--- src/rtl/pfd_loop_filter.sv ---
// pfd_loop_filter: proportional-integral loop filter fed by asynchronous pfd
// up/down pulses. Synchronises the pulses, integrates the error into a
// saturating accumulator, and drives a saturated DCO control word. It also
// reports clamping and a windowed lock indication.
module pfd_loop_filter #(
   parameter int CW_W      = 10,
   parameter int KI_SHIFT  = 4,
   parameter int KP        = 8,
   parameter int CW_INIT   = 512,
   parameter int WIN       = 32,
   parameter int TOL       = 2,
   parameter int LOCK_WINS = 4
) (
   input  logic            refclk,
   input  logic            rst,
   input  logic            en,
   input  logic            up,
   input  logic            down,
   output logic [CW_W-1:0] ctrl_word,
   output logic            ctrl_valid,
   output logic            sat,
   output logic            locked
);

   localparam int ACC_W = CW_W + KI_SHIFT;
   localparam int AS_W  = ACC_W + 2;
   localparam int CS_W  = CW_W + $clog2(KP + 1) + 2;
   localparam int WC_W  = $clog2(WIN + 1);
   localparam int WS_W  = $clog2(WIN + 1) + 2;
   localparam int GC_W  = $clog2(LOCK_WINS + 1);

   localparam logic signed [AS_W-1:0] ACC_MAX_S = AS_W'((1 << ACC_W) - 1);
   localparam logic signed [CS_W-1:0] CW_MAX_S  = CS_W'((1 << CW_W) - 1);
   localparam logic signed [CS_W-1:0] KP_S      = CS_W'(KP);
   localparam logic signed [WS_W-1:0] TOL_P     = WS_W'(TOL);
   localparam logic signed [WS_W-1:0] TOL_N     = -WS_W'(TOL);
   localparam logic [ACC_W-1:0]       ACC_INIT  = ACC_W'(CW_INIT) << KI_SHIFT;
   localparam logic [WC_W-1:0]        WIN_LAST  = WC_W'(WIN - 1);
   localparam logic [GC_W-1:0]        GOOD_LAST = GC_W'(LOCK_WINS - 1);

   localparam logic [0:0] S_ACQUIRE = 1'b0;
   localparam logic [0:0] S_LOCKED  = 1'b1;

   logic                    up_m, up_s, down_m, down_s;
   logic signed [1:0]       err;
   logic [ACC_W-1:0]        acc, acc_n;
   logic signed [AS_W-1:0]  acc_sum;
   logic                    acc_clamp;
   logic signed [CS_W-1:0]  ctrl_base, ctrl_sum;
   logic [CW_W-1:0]         ctrl_n;
   logic                    ctrl_clamp;
   logic [WC_W-1:0]         win_cnt;
   logic signed [WS_W-1:0]  win_sum, win_sum_n;
   logic                    win_end, win_good;
   logic [0:0]              state;
   logic [GC_W-1:0]         good_cnt;
   logic [1:0]              bad_cnt;

   // Two-flop synchronisers; they keep running while en is low
   always_ff @(posedge refclk or posedge rst) begin
      if (rst) begin
         up_m   <= 1'b0;
         up_s   <= 1'b0;
         down_m <= 1'b0;
         down_s <= 1'b0;
      end else begin
         up_m   <= up;
         up_s   <= up_m;
         down_m <= down;
         down_s <= down_m;
      end
   end

   // Phase error, accumulator/control-word clamping and window arithmetic
   always_comb begin
      err = 2'sd0;
      if (up_s && !down_s)      err = 2'sd1;
      else if (down_s && !up_s) err = -2'sd1;

      acc_sum   = $signed({2'b00, acc}) + $signed({{(AS_W-2){err[1]}}, err});
      acc_clamp = 1'b0;
      acc_n     = acc_sum[ACC_W-1:0];
      if (acc_sum[AS_W-1]) begin
         acc_n     = '0;
         acc_clamp = 1'b1;
      end else if (acc_sum > ACC_MAX_S) begin
         acc_n     = '1;
         acc_clamp = 1'b1;
      end

      ctrl_base = $signed({{(CS_W-CW_W){1'b0}}, acc_n[ACC_W-1:KI_SHIFT]});
      ctrl_sum  = ctrl_base;
      if (err == 2'sd1)       ctrl_sum = ctrl_base + KP_S;
      else if (err == -2'sd1) ctrl_sum = ctrl_base - KP_S;
      ctrl_clamp = 1'b0;
      ctrl_n     = ctrl_sum[CW_W-1:0];
      if (ctrl_sum[CS_W-1]) begin
         ctrl_n     = '0;
         ctrl_clamp = 1'b1;
      end else if (ctrl_sum > CW_MAX_S) begin
         ctrl_n     = '1;
         ctrl_clamp = 1'b1;
      end

      win_sum_n = win_sum + $signed({{(WS_W-2){err[1]}}, err});
      win_end   = (win_cnt == WIN_LAST);
      win_good  = (win_sum_n <= TOL_P) && (win_sum_n >= TOL_N);
   end

   // Filter state and lock-window accumulation, frozen while en is low
   always_ff @(posedge refclk or posedge rst) begin
      if (rst) begin
         acc        <= ACC_INIT;
         ctrl_word  <= CW_W'(CW_INIT);
         ctrl_valid <= 1'b0;
         sat        <= 1'b0;
         win_cnt    <= '0;
         win_sum    <= '0;
      end else if (en) begin
         acc        <= acc_n;
         ctrl_word  <= ctrl_n;
         ctrl_valid <= 1'b1;
         sat        <= acc_clamp | ctrl_clamp;
         if (win_end) begin
            win_cnt <= '0;
            win_sum <= '0;
         end else begin
            win_cnt <= win_cnt + WC_W'(1);
            win_sum <= win_sum_n;
         end
      end
   end

   // Lock FSM, advanced only on the enabled edge that closes a window
   always_ff @(posedge refclk or posedge rst) begin
      if (rst) begin
         state    <= S_ACQUIRE;
         good_cnt <= '0;
         bad_cnt  <= '0;
      end else if (en && win_end) begin
         case (state)
            S_ACQUIRE: begin
               if (win_good) begin
                  good_cnt <= good_cnt + GC_W'(1);
                  if (good_cnt == GOOD_LAST) begin
                     state   <= S_LOCKED;
                     bad_cnt <= '0;
                  end
               end else begin
                  good_cnt <= '0;
               end
            end
            default: begin
               if (win_good) begin
                  bad_cnt <= '0;
               end else if (bad_cnt == 2'd1) begin
                  state    <= S_ACQUIRE;
                  good_cnt <= '0;
                  bad_cnt  <= '0;
               end else begin
                  bad_cnt <= bad_cnt + 2'd1;
               end
            end
         endcase
      end
   end

   assign locked = (state == S_LOCKED);

endmodule

--- config.mk ---
export PLATFORM = sky130hd
export DESIGN_NAME = pfd_loop_filter
export DESIGN_NICKNAME = d
export VERILOG_FILES = /design/src/rtl/pfd_loop_filter.sv
export SDC_FILE = /design/constraint.sdc
export NUM_CORES = 1
export LEC_CHECK = 0
export CORE_UTILIZATION = 40
export DETAILED_ROUTE_END_ITERATION = 7
export SLEW_MARGIN = 15
export SYNTH_ARGS = -nofsm -noshare
export SYNTH_HDL_FRONTEND = slang
export SYNTH_SLANG_ARGS = --single-unit
--- constraint.sdc ---
create_clock -name refclk -period 5.48 [get_ports refclk]
set_clock_uncertainty 0.2 [all_clocks]
set_input_delay 0.548 -clock refclk [delete_from_list [all_inputs] [get_ports refclk]]
set_output_delay 0.548 -clock refclk [all_outputs]
set_load 0.01 [all_outputs]
==> results of run 1 <==
-- through the flow --
stage | hold WS (ns) | power, uW
detailed placement | 0.146 | 1770
global placement | 0.148 | 1770
floorplan | 0.131 | 1520
global route | 0.178 | 2210
CTS | 0.171 | 2030
finish | 0.168 | 2030
-- routing by layer --
metal	wire (um)	GRT usage	share of wire
met1	4800	0.290	0.52
met2	3990	0.278	0.43
met3	321	0.0264	0.035
met4	123	0.0553	0.013
met5	0	0	0
-- layout by cell type (no fill, tap or decap), types with 6 or more instances in the layout --
master / count
sky130_fd_sc_hd__o22ai_1: 16
sky130_fd_sc_hd__nand4_1: 6
sky130_fd_sc_hd__o21ai_0: 31
sky130_fd_sc_hd__mux2_2: 9
sky130_fd_sc_hd__o21ai_1: 6
sky130_fd_sc_hd__nand2_1: 32
sky130_fd_sc_hd__nor3b_1: 7
sky130_fd_sc_hd__xor2_1: 9
sky130_fd_sc_hd__buf_4: 8
sky130_fd_sc_hd__a31oi_1: 7
sky130_fd_sc_hd__ha_1: 12
sky130_fd_sc_hd__o211ai_1: 8
sky130_fd_sc_hd__clkdlybuf4s50_1: 16
sky130_fd_sc_hd__inv_1: 40
sky130_fd_sc_hd__xnor2_1: 26
sky130_fd_sc_hd__nor3_1: 11
sky130_fd_sc_hd__a21oi_1: 26
sky130_fd_sc_hd__dfrtp_1: 48
sky130_fd_sc_hd__nand3_1: 8
sky130_fd_sc_hd__nor2_1: 31
-- logic make-up after synthesis --
logic type,after synthesis
AND/OR/NAND/NOR,148
AO/OA/AOI/OAI,147
buffers and inverters,85
flip-flops,50
XOR/XNOR,36
adder cells (fa/ha/maj),13
multiplexers,12
-- registers in the layout, summed over array words and instances (netlist names) --
name and cells:
good_cnt 3, up_s 1, bad_cnt 2, win_sum 8
up_m 1, down_m 1, ctrl_word 10, locked 1
win_cnt 6, acc 14, down_s 1, ctrl_valid 1
sat 1
-- how the worst max path moves through the flow --
stage | from | to | slack, ns | cells past startpoint
finish | up_s | ctrl_word[9] | 1.01 | 17
floorplan | up_s | ctrl_word[9] | 1.04 | 22
global placement | up_s | ctrl_word[9] | 1.19 | 18
detailed placement | up_s | ctrl_word[9] | 1.07 | 18
CTS | up_s | ctrl_word[9] | 1.04 | 18
global route | up_s | ctrl_word[9] | 0.69 | 18
-- worst max-delay path: stages (launching register included) --
cell and delay (ns):
sky130_fd_sc_hd__dfrtp_1 0.39, sky130_fd_sc_hd__inv_1 0.08, sky130_fd_sc_hd__ha_2 0.37, sky130_fd_sc_hd__buf_4 0.31, sky130_fd_sc_hd__ha_1 0.32, sky130_fd_sc_hd__a21oi_1 0.12, sky130_fd_sc_hd__a2111o_1 0.41, sky130_fd_sc_hd__o211ai_1 0.10
sky130_fd_sc_hd__a41o_2 0.19, sky130_fd_sc_hd__mux2_2 0.47, sky130_fd_sc_hd__a21oi_1 0.31, sky130_fd_sc_hd__inv_1 0.08, sky130_fd_sc_hd__ha_1 0.20, sky130_fd_sc_hd__nand2_1 0.09, sky130_fd_sc_hd__nor2_1 0.05, sky130_fd_sc_hd__a22oi_1 0.22
sky130_fd_sc_hd__mux2_2 0.37, sky130_fd_sc_hd__o22ai_1 0.11
-- power by group --
group | leakage [uW] | internal [uW] | total, uW | switching (uW)
clock | 0.0000467 | 95.2 | 248 | 153
combinational | 0.00111 | 493 | 1060 | 568
sequential | 0.000589 | 502 | 725 | 223
-- area by class of cell --
cell class | instances | area (um^2)
Fill cell | 957 | 5500
Tap cell | 133 | 166
Multi-Input combinational cell | 356 | 2460
Sequential cell | 50 | 1250
Timing Repair Buffer | 25 | 225
Inverter | 42 | 159
Clock inverter | 3 | 27.5
Clock buffer | 5 | 68.8
==> reports/summary.log, run 1 <==
INFO  yosys          synth_enable_flop_cells=0
INFO  route          dr.pass1.iters=4
INFO  place          dp_worst_setup_slack=1.07ns
INFO  critical_path  r2r_cells=17
INFO  critical_path  rrSetupSlack=1.01ns
INFO  yosys          async_flop_share=1.00
INFO  timing         final_critical_path_setup_slack=1.01ns
INFO  yosys          ys_top_cells_by_area=sky130_fd_sc_hd__dfrtp_1, sky130_fd_sc_hd__xnor2_1, sky130_fd_sc_hd__ha_1, sky130_fd_sc_hd__o21ai_0, sky130_fd_sc_hd__inv_1
INFO  timing         finalHoldViolCount=0
INFO  timing         relSlewSlack=0.420
INFO  clock_tree     clock_latency_on_the_worst_skew_pair=0.33ns
INFO  power          max-vdd-ir-drop=0.260mV
INFO  yosys          synthFlopType=sky130_fd_sc_hd__dfrtp_1
INFO  finish         antenna_cells=0
INFO  timing         tns=0ns
INFO  clock_tree     clockBufferDepth=2
INFO  place          placed_cells=606
INFO  global_route   wire_length_of_the_first_global_routing_pass=15900um
INFO  power          power.density_cell_area=466nW/um^2
INFO  place          place.port_buffers=17
INFO  clock_tree     cts_tree=done
INFO  global_route   grt_pass1_vias=3175
INFO  hold_path      hold_path_startpoint=up_m
INFO  timing         fmax=224MHz
INFO  hold_path      tightest_hold_check_type=flop to flop
INFO  critical_path  setup.worst_path.start_class=flop
INFO  yosys          synth.net_count=509
INFO  yosys          yosys.area_share.simple=0.206
INFO  timing         final-max-slew-violation-count=0
INFO  floorplan      fp-row-count=36
INFO  yosys          syn-mean-instance-area=8.33um^2
INFO  timing         fin_crit_sh=0.815
INFO  route          wl=9230um
INFO  finish         post-route-util=0.442
INFO  hold_path      hold_depth=0
INFO  floorplan      core=9860um^2
INFO  clock_tree     numClockSinks=50
INFO  yosys          dominant_cell_by_count_in_the_synthesized_netlist=sky130_fd_sc_hd__dfrtp_1
INFO  yosys          synth_compound_gate_area_share=0.242
INFO  floorplan      floorplan.die_area=10600um^2
INFO  yosys          synth.ff_latch_count=50
INFO  yosys          synth.yosys.seq_area_share=0.307
INFO  route          via_per_inst=5.64
INFO  critical_path  worstSetupEndpointType=flop
INFO  yosys          synthXorXnorAreaFrac=0.0805
INFO  timing         setup-violations-final=0
INFO  finish         fin_area=4360um^2
INFO  power          static_leakage=0.00174uW
INFO  yosys          synthDominantAreaCellType=sky130_fd_sc_hd__dfrtp_1
INFO  route          detail_route.drc_violations=0
INFO  global_route   track_usage=0.191
INFO  route          vias=3465
INFO  finish         nNetsFinal=498
INFO  route          drtIter0Drc=167
INFO  critical_path  critical_path_arrival=4.52ns
INFO  route          final_antenna_net_count=0
INFO  yosys          synth-warning-count=0
INFO  yosys          synth.top_cell.area_share=0.294
INFO  timing         rsz0062_at_grt=no
INFO  clock_tree     quantity_of_gates_resized_following_cts=0
INFO  floorplan      io_pins=18
INFO  place          place.gp.congestion=0.866
INFO  yosys          synth_cell_types=83
INFO  finish         finalNonFillerCells=614
INFO  clock_tree     cts_hold_buffers=0
INFO  yosys          synthesized_netlist_cell_count=491
INFO  global_route   grt_max_degree=54
INFO  timing         worst-slew-pin-transition=0.868ns
INFO  critical_path  data_required_time_at_the_worst_endpoint=5.53ns
INFO  finish         area_growth=6.61%
INFO  critical_path  critical_path_class=flop to flop
INFO  clock_tree     clk_root_buffer_cell=sky130_fd_sc_hd__clkbuf_8
INFO  place          dpl.hpwl=6480um
INFO  clock_tree     cts-htree-levels=2
INFO  floorplan      die_height=103um
INFO  clock_tree     path_clk_slew=0.11ns
INFO  timing         timing.final.crit_period=4.47ns
INFO  critical_path  worstReg2RegEnd=ctrl_word[9]
INFO  critical_path  crit_path_max_fo=23
INFO  route          routedWlPerCell=15.0um
INFO  critical_path  timing.rr.start=up_s
INFO  global_route   gr-total-overflow=0
INFO  yosys          synthesized_area=4090um^2
INFO  hold_path      hold_path_end=up_s
INFO  global_route   number_of_antenna_violations_at_the_first_check_in_global_routing=0
INFO  yosys          largest_family_of_logic_cells_by_synthesized_area=compound AO/OA/AOI/OAI gates
INFO  yosys          post_synth_mux_area_share=0.0321
INFO  floorplan      floorplan.initialDensity=0.415
INFO  flow_run       maxCapViolations=0
INFO  clock_tree     postCtsSetupRepairBufs=0
INFO  yosys          most_numerous_cell_types_in_the_synthesized_netlist=sky130_fd_sc_hd__dfrtp_1, sky130_fd_sc_hd__inv_1, sky130_fd_sc_hd__nand2_1, sky130_fd_sc_hd__nor2_1, sky130_fd_sc_hd__o21ai_0
INFO  run_status     run_status=finished clean
INFO  floorplan      dieWidth=103um
INFO  clock_tree     clock_buffers_created_by_tritoncts=5
INFO  yosys          synth_adder_area_share=0.0398
INFO  finish         layout-drive-gt1-share=0.0977
INFO  place          dpl-instance-area=4260um^2
(Power assumes the default switching activity.)
==> run 2, diff against run 1 <==
==> constraint.sdc (replaced) <==
create_clock -name refclk -period 4.4 [get_ports refclk]
set_clock_uncertainty 0.2 [all_clocks]
set_input_delay 0.44 -clock refclk [delete_from_list [all_inputs] [get_ports refclk]]
set_output_delay 0.44 -clock refclk [all_outputs]
set_load 0.01 [all_outputs]
==> reports/summary.log, run 2 (synthesized netlist as in run 1, its figures left out) <==
INFO  run_status     run_status=finished clean
INFO  flow_run       maxCapViolations=0
INFO  critical_path  timing.critical_path.to=ctrl_word[9]
INFO  timing         worst-slew-pin-transition=0.855ns
INFO  timing         final_critical_path_setup_slack=0.343ns
INFO  hold_path      tightest_hold_check_type=flop to flop
INFO  clock_tree     clock_latency_on_the_worst_skew_pair=0.31ns
INFO  global_route   number_of_antenna_violations_at_the_first_check_in_global_routing=0
INFO  floorplan      fp-row-count=36
INFO  floorplan      dieWidth=103um
INFO  critical_path  rrSetupSlack=0.34ns
INFO  global_route   grt_pass1_vias=3073
INFO  route          drtIter0Drc=256
INFO  critical_path  setup.worst_path.start=up_s
INFO  global_route   grt_max_degree=51
INFO  route          dr.pass1.iters=4
INFO  clock_tree     clk_root_buffer_cell=sky130_fd_sc_hd__clkbuf_8
INFO  place          dpl.hpwl=6750um
INFO  route          routedWlPerCell=15.3um
INFO  power          static_leakage=0.00178uW
INFO  critical_path  timing.rr.start=up_s
INFO  timing         relSlewSlack=0.429
INFO  finish         antenna_cells=0
INFO  finish         post-route-util=0.448
INFO  timing         setup-violations-final=0
INFO  finish         regs_by_ff_count=acc (14), ctrl_word (10), win_sum (8)
INFO  route          via_per_inst=5.66
INFO  timing         fmax=246MHz
INFO  clock_tree     numClockSinks=50
INFO  clock_tree     quantity_of_gates_resized_following_cts=0
INFO  finish         regMostFlops=acc
INFO  floorplan      die_height=103um
INFO  critical_path  worstSetupEndpointType=flop
INFO  hold_path      hold_depth=0
INFO  route          vias=3503
INFO  clock_tree     clockBufferDepth=2
INFO  timing         rsz0062_at_grt=no
INFO  finish         mostFrequentLayoutCells=sky130_fd_sc_hd__dfrtp_1, sky130_fd_sc_hd__inv_1, sky130_fd_sc_hd__nand2_1, sky130_fd_sc_hd__o21ai_0, sky130_fd_sc_hd__nor2_1
INFO  place          place.gp.congestion=0.850
INFO  clock_tree     cts-htree-levels=2
INFO  power          power.density_cell_area=576nW/um^2
INFO  finish         most_frequent_standard_cell_in_the_layout_excluding_fill_and_tap_cells=sky130_fd_sc_hd__dfrtp_1
INFO  floorplan      floorplan.die_area=10600um^2
INFO  timing         timing.final.crit_period=4.06ns
INFO  timing         fin_crit_sh=0.922
INFO  clock_tree     cts_tree=done
INFO  floorplan      io_pins=18
INFO  route          wl=9460um
INFO  place          place.port_buffers=17
INFO  clock_tree     path_clk_slew=0.10ns
INFO  global_route   wire_length_of_the_first_global_routing_pass=15600um
INFO  route          detail_route.drc_violations=0
INFO  place          dp_worst_setup_slack=0.161ns
INFO  timing         finalHoldViolCount=0
INFO  power          max-vdd-ir-drop=0.340mV
INFO  floorplan      floorplan.initialDensity=0.415
INFO  global_route   gr-total-overflow=0
INFO  global_route   track_usage=0.187
INFO  clock_tree     cts_hold_buffers=0
INFO  critical_path  critical_path_arrival=4.10ns
INFO  floorplan      core=9860um^2
INFO  finish         fill_cells=950
INFO  critical_path  r2r_cells=17
INFO  critical_path  setup.worst_path.start_class=flop
INFO  critical_path  worstReg2RegEnd=ctrl_word[9]
INFO  timing         tns=0ns
INFO  clock_tree     clock_buffers_created_by_tritoncts=5
INFO  timing         final-max-slew-violation-count=0
INFO  critical_path  data_required_time_at_the_worst_endpoint=4.44ns
INFO  critical_path  crit_path_max_fo=10
INFO  finish         nNetsFinal=503
INFO  critical_path  critical_path_class=flop to flop
INFO  clock_tree     postCtsSetupRepairBufs=0
INFO  finish         layout-drive-gt1-share=0.111
INFO  finish         area_growth=8.08%
INFO  route          final_antenna_net_count=0
INFO  finish         largest_reg_flops=14
[run 2: worst min-delay path by stage]
stage	slack [ns]	from	endpoint
finish	0.16	down_m	down_s
global route	0.17	up_m	up_s
detailed placement	0.14	up_m	up_s
floorplan	0.13	down_m	down_s
CTS	0.16	down_m	down_s
global placement	0.14	up_m	up_s
[run 2: power breakdown]
| part | switching, uW | internal [uW] | total (uW) |
|---|---|---|---|
| clock network | 167 | 112 | 279 |
| logic | 717 | 641 | 1360 |
| registers | 285 | 625 | 910 |
[run 2: layout make-up]
class,instances,area [um^2],area share
Clock inverter,3,18.8,0.00425
Timing Repair Buffer,30,275,0.0623
Sequential cell,50,1250,0.284
Tap cell,133,166,0.0376
Multi-Input combinational cell,356,2480,0.561
Inverter,42,159,0.0359
Clock buffer,5,68.8,0.0156
[run 2: layer usage]
layer	vias up	track usage	wire, um
met4	0	0.0466	67
li1	1758	-	-
met2	70	0.276	4160
met1	1671	0.284	4830
met5	-	0	0
met3	4	0.0271	395
[run 2: stage by stage]
stage	total power (uW)	std cells	area [um^2]	hold WS (ns)
after floorplan	1900	491	4090	0.131
after global placement	2220	611	4310	0.138
after detailed placement	2240	611	4310	0.141
after CTS	2530	619	4400	0.160
after global routing	2750	619	4420	0.168
final	2550	619	4420	0.156
[run 2: critical path: stages, from the launching register on]
cell                       delay (ns)
sky130_fd_sc_hd__dfrtp_1         0.39
sky130_fd_sc_hd__inv_1           0.09
sky130_fd_sc_hd__ha_1            0.23
sky130_fd_sc_hd__inv_1           0.08
sky130_fd_sc_hd__ha_1            0.23
sky130_fd_sc_hd__or4bb_1         0.49
sky130_fd_sc_hd__o211ai_1        0.18
sky130_fd_sc_hd__o21a_1          0.24
sky130_fd_sc_hd__a32oi_1         0.20
sky130_fd_sc_hd__mux2_4          0.39
sky130_fd_sc_hd__a21oi_4         0.19
sky130_fd_sc_hd__inv_1           0.06
sky130_fd_sc_hd__ha_1            0.19
sky130_fd_sc_hd__nand2_1         0.10
sky130_fd_sc_hd__nor2_1          0.05
sky130_fd_sc_hd__a22oi_1         0.20
sky130_fd_sc_hd__mux2_2          0.35
sky130_fd_sc_hd__o22ai_1         0.11
==> run 3, diff against run 2 <==
--- a/config.mk
+++ b/config.mk
@@ -7,6 +7,7 @@
 export LEC_CHECK = 0
 export CORE_UTILIZATION = 40
 export DETAILED_ROUTE_END_ITERATION = 7
+export SETUP_SLACK_MARGIN = 0.4
 export SLEW_MARGIN = 15
 export SYNTH_ARGS = -nofsm -noshare
 export SYNTH_HDL_FRONTEND = slang
==> reports/summary.log, run 3 (synthesized netlist as in run 1, its figures left out) <==
INFO  run_status     run_status=finished clean
INFO  critical_path  timing.rr.start=up_s
INFO  route          via_per_inst=5.70
INFO  hold_path      hold_path_startpoint=down_m
INFO  route          vias=3564
INFO  flow_run       maxCapViolations=0
INFO  route          detail_route.drc_violations=0
INFO  critical_path  setup.worst_path.start_class=flop
INFO  clock_tree     clk_root_buffer_cell=sky130_fd_sc_hd__clkbuf_8
INFO  finish         area_growth=12.1%
INFO  critical_path  rrSetupSlack=0.53ns
INFO  floorplan      die_height=103um
INFO  critical_path  data_required_time_at_the_worst_endpoint=4.44ns
INFO  finish         mostFrequentLayoutCells=sky130_fd_sc_hd__dfrtp_1, sky130_fd_sc_hd__inv_1, sky130_fd_sc_hd__nand2_1, sky130_fd_sc_hd__nor2_1, sky130_fd_sc_hd__o21ai_0
INFO  critical_path  critPathBufInv=3
INFO  timing         worst-slew-pin-transition=0.890ns
INFO  critical_path  worstSetupEndpointType=flop
INFO  finish         most_frequent_standard_cell_in_the_layout_excluding_fill_and_tap_cells=sky130_fd_sc_hd__dfrtp_1
INFO  place          place.gp.congestion=0.820
INFO  timing         fin_crit_sh=0.879
INFO  critical_path  worstReg2RegEnd=ctrl_word[9]
INFO  timing         tns=0ns
INFO  power          static_leakage=0.00183uW
INFO  clock_tree     cts_tree=done
INFO  timing         relSlewSlack=0.406
INFO  clock_tree     clockBufferDepth=2
INFO  route          dr.pass1.iters=5
INFO  hold_path      hold_path_end=down_s
INFO  finish         layout-drive-gt1-share=0.140
INFO  timing         timing.final.crit_period=3.87ns
INFO  finish         largest_reg_flops=14
INFO  timing         rsz0062_at_grt=yes
INFO  clock_tree     path_clk_slew=0.09ns
INFO  global_route   number_of_antenna_violations_at_the_first_check_in_global_routing=0
INFO  critical_path  timing.critical_path.max_delay_family=compound AO/OA/AOI/OAI gates
INFO  power          max-vdd-ir-drop=0.405mV
INFO  hold_path      hold_depth=0
INFO  critical_path  crit_path_top_delay_cell=sky130_fd_sc_hd__or4bb_1
INFO  clock_tree     cts-htree-levels=2
INFO  route          routedWlPerCell=15.6um
INFO  floorplan      io_pins=18
INFO  timing         final-max-slew-violation-count=0
INFO  critical_path  worst_path_largest_cell_delay=0.47ns
INFO  critical_path  crit_path_max_fo=6
INFO  critical_path  critical_path_class=flop to flop
INFO  critical_path  r2r_cells=17
INFO  critical_path  critical_path_arrival=3.91ns
INFO  global_route   gr-total-overflow=0
INFO  timing         finalHoldViolCount=0
INFO  critical_path  critical_path.cell_chain=inv_2 -> ha_1 -> inv_1 -> ha_4 -> or4bb_1 -> o211ai_1 -> o21a_1 -> a32oi_4 -> mux2_4 -> a21oi_4 -> inv_1 -> ha_1 -> nand2_1 -> nor2_1 -> a22oi_1 -> mux2_2 -> o22ai_1
INFO  timing         final_critical_path_setup_slack=0.533ns
INFO  floorplan      floorplan.initialDensity=0.415
INFO  floorplan      fp-row-count=36
INFO  clock_tree     clock_buffers_created_by_tritoncts=5
INFO  clock_tree     clock_latency_on_the_worst_skew_pair=0.31ns
INFO  place          dp_worst_setup_slack=0.261ns
INFO  timing         fmax=259MHz
INFO  route          final_antenna_net_count=0
INFO  floorplan      dieWidth=103um
INFO  clock_tree     numClockSinks=50
INFO  global_route   grt_max_degree=51
INFO  global_route   wire_length_of_the_first_global_routing_pass=16200um
INFO  floorplan      floorplan.die_area=10600um^2
INFO  power          power.density_cell_area=582nW/um^2
INFO  finish         antenna_cells=0
INFO  place          dpl.hpwl=6770um
INFO  global_route   track_usage=0.196
INFO  hold_path      tightest_hold_check_type=flop to flop
INFO  route          wl=9730um
INFO  global_route   grt_pass1_vias=3308
INFO  finish         nNetsFinal=509
INFO  timing         setup-violations-final=0
INFO  place          place.port_buffers=17
INFO  route          drtIter0Drc=256
INFO  finish         fill_cells=942
INFO  floorplan      core=9860um^2
INFO  finish         regMostFlops=acc
INFO  finish         regs_by_ff_count=acc (14), ctrl_word (10), win_sum (8)
-- run 3: cell types whose count changed in the layout (fill, tap and decap cells not counted), sizes merged --
| cell | delta |
|---|---|
| clkinv | -2 |
| buf | +6 |
| clkbuf | +2 |
-- run 3: routing by layer --
metal / global-route usage / vias to the layer above / part of all wire
met5: 0 / - / 0
met4: 0.0683 / 0 / 0.019
met3: 0.0278 / 18 / 0.048
met2: 0.281 / 101 / 0.43
met1: 0.297 / 1688 / 0.51
li1: - / 1757 / -
-- run 3: worst max path at each step --
stage	start	end	slack (ns)	depth (start not counted)
after global placement	down_s	ctrl_word[0]	0.36	13
after global routing	down_s	ctrl_word[9]	0.34	14
after floorplan	down_s	ctrl_word[9]	0.40	21
after CTS	up_s	ctrl_word[9]	0.41	18
final	up_s	ctrl_word[9]	0.53	17
after detailed placement	up_s	ctrl_word[9]	0.26	17
-- run 3: layout make-up --
| type | instances | area, um^2 | share of cell area |
|---|---|---|---|
| Clock buffer | 7 | 86.3 | 0.0188 |
| Clock inverter | 1 | 8.76 | 0.00191 |
| Inverter | 42 | 159 | 0.0347 |
| Multi-Input combinational cell | 356 | 2600 | 0.567 |
| Sequential cell | 50 | 1250 | 0.273 |
| Tap cell | 133 | 166 | 0.0363 |
| Timing Repair Buffer | 36 | 312 | 0.0679 |
-- run 3: report_power, final --
part / total [uW] / switching (uW) / internal, uW
logic: 1460 / 773 / 690
clock network: 295 / 164 / 130
registers: 911 / 286 / 625
-- run 3: through the flow --
stage               total power, uW  utilization  cell area (um^2)  std cells  hold WS (ns)
detailed placement             2280        0.441              4350        611         0.140
finish                         2670        0.465              4590        625         0.158
CTS                            2630        0.458              4520        622         0.161
global placement               2270        0.441              4350        611         0.141
global route                   2890        0.465              4590        625         0.176
floorplan                      1940            -              4160        491         0.131
-- run 3: what timing repair did --
action                                  4_1_cts  5_1_grt
hold buffers                                  0        0
pin swaps                                     1        3
endpoints found under the setup margin        9       14
setup buffers                                 3        3
resized for setup                             7        8
